### config.mk
export PLATFORM = sky130hd
export DESIGN_NAME = falling_block_ctrl
export DESIGN_NICKNAME = d
export VERILOG_FILES = /design/src/rtl/falling_block_ctrl_pkg.sv /design/src/rtl/falling_block_ctrl_edge_pending.sv /design/src/rtl/falling_block_ctrl.sv
export SDC_FILE = /design/constraint.sdc
export NUM_CORES = 1
export LEC_CHECK = 0
export ABC_AREA = 1
export CORE_MARGIN = 10
export CORE_UTILIZATION = 45
export DETAILED_ROUTE_END_ITERATION = 8
export PLACE_DENSITY = 0.72
export SLEW_MARGIN = 0
export SYNTH_ARGS = -nofsm -noshare
export SYNTH_HDL_FRONTEND = slang
export SYNTH_SLANG_ARGS = --single-unit
### constraint.sdc
create_clock -name clock -period 4.2 [get_ports clock]
set_input_delay 1.26 -clock clock [delete_from_list [all_inputs] [get_ports clock]]
set_output_delay 1.26 -clock clock [all_outputs]
set_load 0.01 [all_outputs]
### src/rtl/falling_block_ctrl_pkg.sv
// Shared types and constants for the falling-block sequencer.
package falling_block_ctrl_pkg;

  typedef logic [2:0] color_t;
  localparam color_t COLOR_NONE = 3'd0;

  localparam int BOARD_COLS = 10;
  localparam int BOARD_ROWS = 20;
  localparam int COL_W      = 4;
  localparam int ROW_W      = 5;

  typedef enum logic [2:0] {
    ST_IDLE,
    ST_SPAWNQ,
    ST_WAIT,
    ST_MOVEQ,
    ST_FALLQ,
    ST_LOCK,
    ST_OVER
  } state_t;

  // States that own an outstanding board lookup.
  function automatic logic is_query_state(input state_t s);
    return (s == ST_SPAWNQ) || (s == ST_MOVEQ) || (s == ST_FALLQ);
  endfunction

endpackage

### src/rtl/falling_block_ctrl_edge_pending.sv
// Rising-edge detector that latches a pending flag until cleared.
// A new edge arriving in the same cycle as the clear is kept.
module edge_pending (
  input  logic i_clock,
  input  logic i_reset,
  input  logic i_level,
  input  logic i_clear,
  output logic o_pending
);

  logic r_prev;
  logic r_pending;
  logic w_rise;

  assign w_rise    = i_level & ~r_prev;
  assign o_pending = r_pending;

  // Track the previous level and hold the pending flag.
  always_ff @(posedge i_clock or posedge i_reset) begin
    if (i_reset) begin
      r_prev    <= 1'b0;
      r_pending <= 1'b0;
    end else begin
      r_prev    <= i_level;
      r_pending <= (r_pending & ~i_clear) | w_rise;
    end
  end

endmodule

### src/rtl/falling_block_ctrl.sv
// Falling-block sequencer: gravity, left/right moves, board queries,
// lock records and respawn for the single active Tetris cell.
// Optional feature macro: FALLING_BLOCK_SOFT_DROP_EN adds a soft_drop
// input that makes every frame tick a gravity step.
//
// state  | meaning
// IDLE   | no game running, waiting for start
// SPAWNQ | querying the spawn cell
// WAIT   | cell falling, waiting for a frame tick
// MOVEQ  | querying the left/right target cell
// FALLQ  | querying the cell below
// LOCK   | one-cycle lock record, then respawn
// OVER   | spawn was blocked, waiting for start
module falling_block_ctrl
  import falling_block_ctrl_pkg::*;
#(
  parameter int BUS_WIDTH      = 11,
  parameter int COLS           = BOARD_COLS,
  parameter int ROWS           = BOARD_ROWS,
  parameter int FIELD_X        = 240,
  parameter int FIELD_Y        = 80,
  parameter int BLOCK_SIZE     = 16,
  parameter int SPAWN_COL      = 4,
  parameter int GRAVITY_FRAMES = 30
) (
  input  logic                 clock,
  input  logic                 reset,
  input  logic                 start,
  input  logic                 frame_tick,
  input  logic                 left,
  input  logic                 right,
`ifdef FALLING_BLOCK_SOFT_DROP_EN
  input  logic                 soft_drop,
`endif
  input  color_t               next_color,
  output logic                 query_valid,
  output logic [COL_W-1:0]     query_col,
  output logic [ROW_W-1:0]     query_row,
  input  logic                 query_done,
  input  logic                 query_occupied,
  output logic [BUS_WIDTH-1:0] x_pos,
  output logic [BUS_WIDTH-1:0] y_pos,
  output color_t               color,
  output logic                 active,
  output logic                 lock_valid,
  output logic [COL_W-1:0]     lock_col,
  output logic [ROW_W-1:0]     lock_row,
  output color_t               lock_color,
  output logic                 game_over
);

  localparam int GRAV_W = $clog2(GRAVITY_FRAMES + 1);
  localparam logic [COL_W-1:0]     SPAWN_C = COL_W'(SPAWN_COL);
  localparam logic [COL_W-1:0]     LAST_C  = COL_W'(COLS - 1);
  localparam logic [ROW_W-1:0]     LAST_R  = ROW_W'(ROWS - 1);
  localparam logic [GRAV_W-1:0]    GRAV_N  = GRAV_W'(GRAVITY_FRAMES);
  localparam logic [BUS_WIDTH-1:0] X_RST   = BUS_WIDTH'(FIELD_X + SPAWN_COL * BLOCK_SIZE);
  localparam logic [BUS_WIDTH-1:0] Y_RST   = BUS_WIDTH'(FIELD_Y);

  state_t               r_state, w_state_next;
  logic [COL_W-1:0]     r_col, w_col_next;
  logic [ROW_W-1:0]     r_row, w_row_next;
  color_t               r_color, w_color_next;
  logic [GRAV_W-1:0]    r_grav_cnt, w_grav_next;
  logic                 r_fall_due, w_fall_due_next;
  logic [COL_W-1:0]     r_qcol, w_qcol_next;
  logic [ROW_W-1:0]     r_qrow, w_qrow_next;
  logic                 r_game_over, w_game_over_next;
  logic                 r_query_valid;
  logic [BUS_WIDTH-1:0] r_x_pos, r_y_pos;

  logic                 w_left_pend, w_right_pend, w_pend_clear;
  logic                 w_qdone, w_soft, w_due_now;
  logic [GRAV_W-1:0]    w_grav_inc;
  logic                 w_move_ok;
  logic [COL_W-1:0]     w_move_col;
  logic                 w_do_fall;
  logic [COL_W-1:0]     w_fall_col;

`ifdef FALLING_BLOCK_SOFT_DROP_EN
  assign w_soft = soft_drop;
`else
  assign w_soft = 1'b0;
`endif

  edge_pending u_left_pend (
    .i_clock  (clock),
    .i_reset  (reset),
    .i_level  (left),
    .i_clear  (w_pend_clear),
    .o_pending(w_left_pend)
  );

  edge_pending u_right_pend (
    .i_clock  (clock),
    .i_reset  (reset),
    .i_level  (right),
    .i_clear  (w_pend_clear),
    .o_pending(w_right_pend)
  );

  // Responses only count while a request is actually outstanding.
  assign w_qdone    = query_done & r_query_valid;
  assign w_grav_inc = r_grav_cnt + 1'b1;
  assign w_due_now  = (w_grav_inc == GRAV_N) | w_soft;

  // Resolve the requested side move; both pressed or off-board means no move.
  always_comb begin
    w_move_ok  = 1'b0;
    w_move_col = r_col;
    if (w_left_pend && !w_right_pend && (r_col != '0)) begin
      w_move_ok  = 1'b1;
      w_move_col = r_col - 1'b1;
    end else if (w_right_pend && !w_left_pend && (r_col != LAST_C)) begin
      w_move_ok  = 1'b1;
      w_move_col = r_col + 1'b1;
    end
  end

  // State register.
  always_ff @(posedge clock or posedge reset) begin
    if (reset) r_state <= ST_IDLE;
    else       r_state <= w_state_next;
  end

  // Next-state and datapath next values; the fall check is shared by WAIT and MOVEQ.
  always_comb begin
    w_state_next     = r_state;
    w_col_next       = r_col;
    w_row_next       = r_row;
    w_color_next     = r_color;
    w_grav_next      = r_grav_cnt;
    w_fall_due_next  = r_fall_due;
    w_qcol_next      = r_qcol;
    w_qrow_next      = r_qrow;
    w_game_over_next = r_game_over;
    w_pend_clear     = 1'b0;
    w_do_fall        = 1'b0;
    w_fall_col       = r_col;

    case (r_state)
      ST_IDLE, ST_OVER: begin
        if (start) begin
          w_state_next     = ST_SPAWNQ;
          w_game_over_next = 1'b0;
          w_color_next     = next_color;
          w_col_next       = SPAWN_C;
          w_row_next       = '0;
          w_qcol_next      = SPAWN_C;
          w_qrow_next      = '0;
        end
      end
      ST_SPAWNQ: begin
        if (w_qdone) begin
          if (query_occupied) begin
            w_state_next     = ST_OVER;
            w_game_over_next = 1'b1;
          end else begin
            w_state_next = ST_WAIT;
          end
        end
      end
      ST_WAIT: begin
        if (frame_tick) begin
          w_pend_clear = 1'b1;
          w_grav_next  = w_grav_inc;
          if (w_move_ok) begin
            w_state_next    = ST_MOVEQ;
            w_qcol_next     = w_move_col;
            w_qrow_next     = r_row;
            w_fall_due_next = w_due_now;
          end else if (w_due_now) begin
            w_do_fall = 1'b1;
          end
        end
      end
      ST_MOVEQ: begin
        if (w_qdone) begin
          if (!query_occupied) begin
            w_col_next = r_qcol;
            w_fall_col = r_qcol;
          end
          if (r_fall_due) w_do_fall = 1'b1;
          else            w_state_next = ST_WAIT;
        end
      end
      ST_FALLQ: begin
        if (w_qdone) begin
          if (query_occupied) begin
            w_state_next = ST_LOCK;
          end else begin
            w_row_next   = r_row + 1'b1;
            w_state_next = ST_WAIT;
          end
        end
      end
      ST_LOCK: begin
        w_state_next = ST_SPAWNQ;
        w_color_next = next_color;
        w_col_next   = SPAWN_C;
        w_row_next   = '0;
        w_qcol_next  = SPAWN_C;
        w_qrow_next  = '0;
      end
      default: w_state_next = ST_IDLE;
    endcase

    if (w_do_fall) begin
      w_grav_next = '0;
      if (r_row == LAST_R) begin
        w_state_next = ST_LOCK;
      end else begin
        w_state_next = ST_FALLQ;
        w_qcol_next  = w_fall_col;
        w_qrow_next  = r_row + 1'b1;
      end
    end
  end

  // Datapath registers; query_valid drops for one cycle after every answer,
  // so a MOVEQ answer that leads straight into FALLQ re-raises it a cycle later.
  always_ff @(posedge clock or posedge reset) begin
    if (reset) begin
      r_col         <= SPAWN_C;
      r_row         <= '0;
      r_color       <= COLOR_NONE;
      r_grav_cnt    <= '0;
      r_fall_due    <= 1'b0;
      r_qcol        <= SPAWN_C;
      r_qrow        <= '0;
      r_game_over   <= 1'b0;
      r_query_valid <= 1'b0;
    end else begin
      r_col         <= w_col_next;
      r_row         <= w_row_next;
      r_color       <= w_color_next;
      r_grav_cnt    <= w_grav_next;
      r_fall_due    <= w_fall_due_next;
      r_qcol        <= w_qcol_next;
      r_qrow        <= w_qrow_next;
      r_game_over   <= w_game_over_next;
      r_query_valid <= w_qdone ? 1'b0 : is_query_state(w_state_next);
    end
  end

  // Pixel position follows the board position one cycle later.
  always_ff @(posedge clock or posedge reset) begin
    if (reset) begin
      r_x_pos <= X_RST;
      r_y_pos <= Y_RST;
    end else begin
      r_x_pos <= BUS_WIDTH'(FIELD_X) + BUS_WIDTH'(r_col) * BUS_WIDTH'(BLOCK_SIZE);
      r_y_pos <= BUS_WIDTH'(FIELD_Y) + BUS_WIDTH'(r_row) * BUS_WIDTH'(BLOCK_SIZE);
    end
  end

  assign query_valid = r_query_valid;
  assign query_col   = r_qcol;
  assign query_row   = r_qrow;
  assign x_pos       = r_x_pos;
  assign y_pos       = r_y_pos;
  assign color       = r_color;
  assign active      = (r_state == ST_WAIT) || (r_state == ST_MOVEQ) ||
                       (r_state == ST_FALLQ) || (r_state == ST_LOCK);
  assign lock_valid  = (r_state == ST_LOCK);
  assign lock_col    = r_col;
  assign lock_row    = r_row;
  assign lock_color  = r_color;
  assign game_over   = r_game_over;

endmodule

==> flow_metrics.tcl <==
set metrics [dict create \
    hpwl_um 5300 \
    finalSetupViolCount 0 \
    synth-edff-count 0 \
    max_freq_mhz 319 \
    yosys_register_bits 47 \
    min_path_type "reg2reg" \
    syn2layout_area_growth_pct 22.8 \
    die_y_um 98.6 \
    dr.pass1.iters 5 \
    vdd_drop_max_mv 0.327 \
    rows 28 \
    wl_per_cell_um 14.0 \
    fin_hold_ws_ns 0.438 \
    yosysSeqAreaShare 0.427 \
    antenna_found_initial 0 \
    cp-end-kind "primary output" \
    fin_crit_sh 0.746 \
    routed_wl_um 6770 \
    ctsResizeCount 0 \
    synth_compound_area_frac 0.115 \
    required_ns 2.94 \
    start_util 0.466 \
    mostFrequentLayoutCell "nand2_1" \
    cts_root_buffer "clkbuf_8" \
    r2r-start "lock_col[0]" \
    status "finished clean" \
    slew_headroom 0.358 \
    grt_overflow 0 \
    grt_pass1_wl_um 11600 \
    synth_ff_type "dfrtp_1" \
    setup_tns_ns 0 \
    start_kind "flop" \
    crit_path_max_fanout 7 \
    cts_max_level 2 \
    postSynthAreaPerCell_sq_um 7.78 \
    post-place-ws_ns 1.05 \
    clock_latency_ns 0.30 \
    mostFrequentLayoutCells "64 x nand2_1, 57 x inv_1, 49 x clkdlybuf4s50_1, 40 x dfrtp_1, 38 x nor2_1" \
    worst-setup-path-type "reg2out" \
    drc 0 \
    drv_cap 0 \
    timing.rr.end "query_row[3]" \
    final_max_slew_viol_count 0 \
    cts.clk_slew.worst_paths_ns 0.08 \
    grt_max_degree 48 \
    synthSimpleGateAreaFrac 0.276 \
    rrSetupSlack_ns 2.15 \
    period_minus_slack_ns 3.13 \
    cts_tree "built" \
    ctsLongestPathBuffers 2 \
    synth-async-reset-ratio 1.00 \
    r2r_cells 12 \
    synth_fa_ha_area_frac 0.0315 \
    hold_depth 1 \
    rsz0062_at_grt "no" \
    cts_setup_buffers 0 \
    port_buffers 49 \
    antenna_left 0 \
    die_w_um 98.6 \
    dr.first_iter.drc_count 120 \
    synth_xor_area_frac 0.0221 \
    fin_nets 427 \
    final_hold_viol_count 0 \
    worst_pin_slew_ns 0.961 \
    nFillCells 553 \
    netlist_area_sq_um 2780 \
    synth_cells 357 \
    grt_pass1_vias 2448 \
    diodes 0 \
    viasPerCell 5.04 \
    fin_ws_ns 1.07 \
    clock_sinks 47 \
    die_area_sq_um 9710 \
    boundaryPins 61 \
    yosysWarnings 0 \
    skew_ns 0.0101 \
    synth_top_family_by_area "simple AND/OR/NAND/NOR gates" \
    hold_path.startpoint "u_right_pend.r_prev" \
    drive_above_1_share 0.0902 \
    power_density_nw_per_um2 664 \
    crit_arrival_ns 1.87 \
    cts_hold_buf 0 \
    cts_buffers 5 \
    vias 2442 \
    routabilityCongestion 0.868 \
    synth_cell_types 36 \
    synth_mux_area_frac 0 \
    min_to "u_right_pend.o_pending" \
    p_leak_nw 1.68 \
    grt_use_total 0.141 \
    coreArea_sq_um 5960 \
    p_total_mw 2.26 \
]
-- kinds of logic (layout without fill, tap and decap cells) --
kind of cell	after synthesis	in the layout
other	1	11
adder cells (fa/ha/maj)	7	7
flip-flops	47	47
XOR/XNOR	7	7
AO/OA/AOI/OAI	59	59
buffers and inverters	78	121
AND/OR/NAND/NOR	158	158
-- synth_stat cells, types with 4 or more instances --
master	count	area, sq um
dfstp_2	7	184
buf_4	14	105
o21ai_0	33	165
nand4_1	5	31.3
inv_1	58	218
ha_1	7	87.6
xor2_1	6	52.6
o22ai_1	4	25.0
nand2_1	64	240
a21oi_1	14	70.1
nor2_1	38	143
dfrtp_1	40	1000
nand3_1	36	180
-- critical path, stage by stage, from the launching register on --
cell and delay [ns]:
dfrtp_1 0.49, inv_1 0.15, nand2_2 0.11, nor2_1 0.25, clkdlybuf4s50_1 0.59
-- through the flow --
step                 util  area (sq um)  std cells
floorplan               -          2810        367
global placement    0.553          3290        477
detailed placement  0.553          3290        477
CTS                 0.573          3410        485
global route        0.573          3410        485
finish              0.573          3410        485
-- registers in the layout, summed over array words and instances (netlist names), 3 cells and up --
name / flops
color: 3
lock_col: 4
r_state: 3
y_pos: 6
query_row: 5
query_col: 4
x_pos: 5
lock_row: 5
r_grav_cnt: 5
-- how the worst max path moves through the flow --
stage | from | slack, ns | to
3_5_place_dp | query_done | 1.05 | lock_row[1]
6_report | r_state[1] | 1.07 | lock_valid
3_3_place_gp | frame_tick | 1.13 | query_row[3]
2_1_floorplan | query_done | 1.83 | lock_row[1]
5_1_grt | r_state[1] | 0.94 | lock_valid
4_1_cts | r_state[1] | 1.05 | lock_valid
-- final cells by class --
class | instances | area, sq um | share of cell area
sequential | 47 | 1180 | 0.347
timing repair buffer | 49 | 490 | 0.144
inverter | 64 | 248 | 0.0726
clock buffer | 6 | 82.6 | 0.0242
clock inverter | 2 | 35.0 | 0.0103
tap | 75 | 93.8 | 0.0275
multi-input combinational | 242 | 1280 | 0.374
-- power breakdown --
| part | switching [mW] | internal [mW] | leakage (nW) |
|---|---|---|---|
| combinational | 0.695 | 0.476 | 1.02 |
| clock | 0.149 | 0.193 | 0.0612 |
| sequential | 0.140 | 0.612 | 0.596 |
-- routing by layer --
layer,vias up,GRT usage,wire length (um)
met5,-,0,0
met4,0,0.0573,175
met3,12,0.0426,509
met2,83,0.225,3090
met1,1126,0.173,2990
li1,1221,-,-
(Power assumes the default switching activity.)
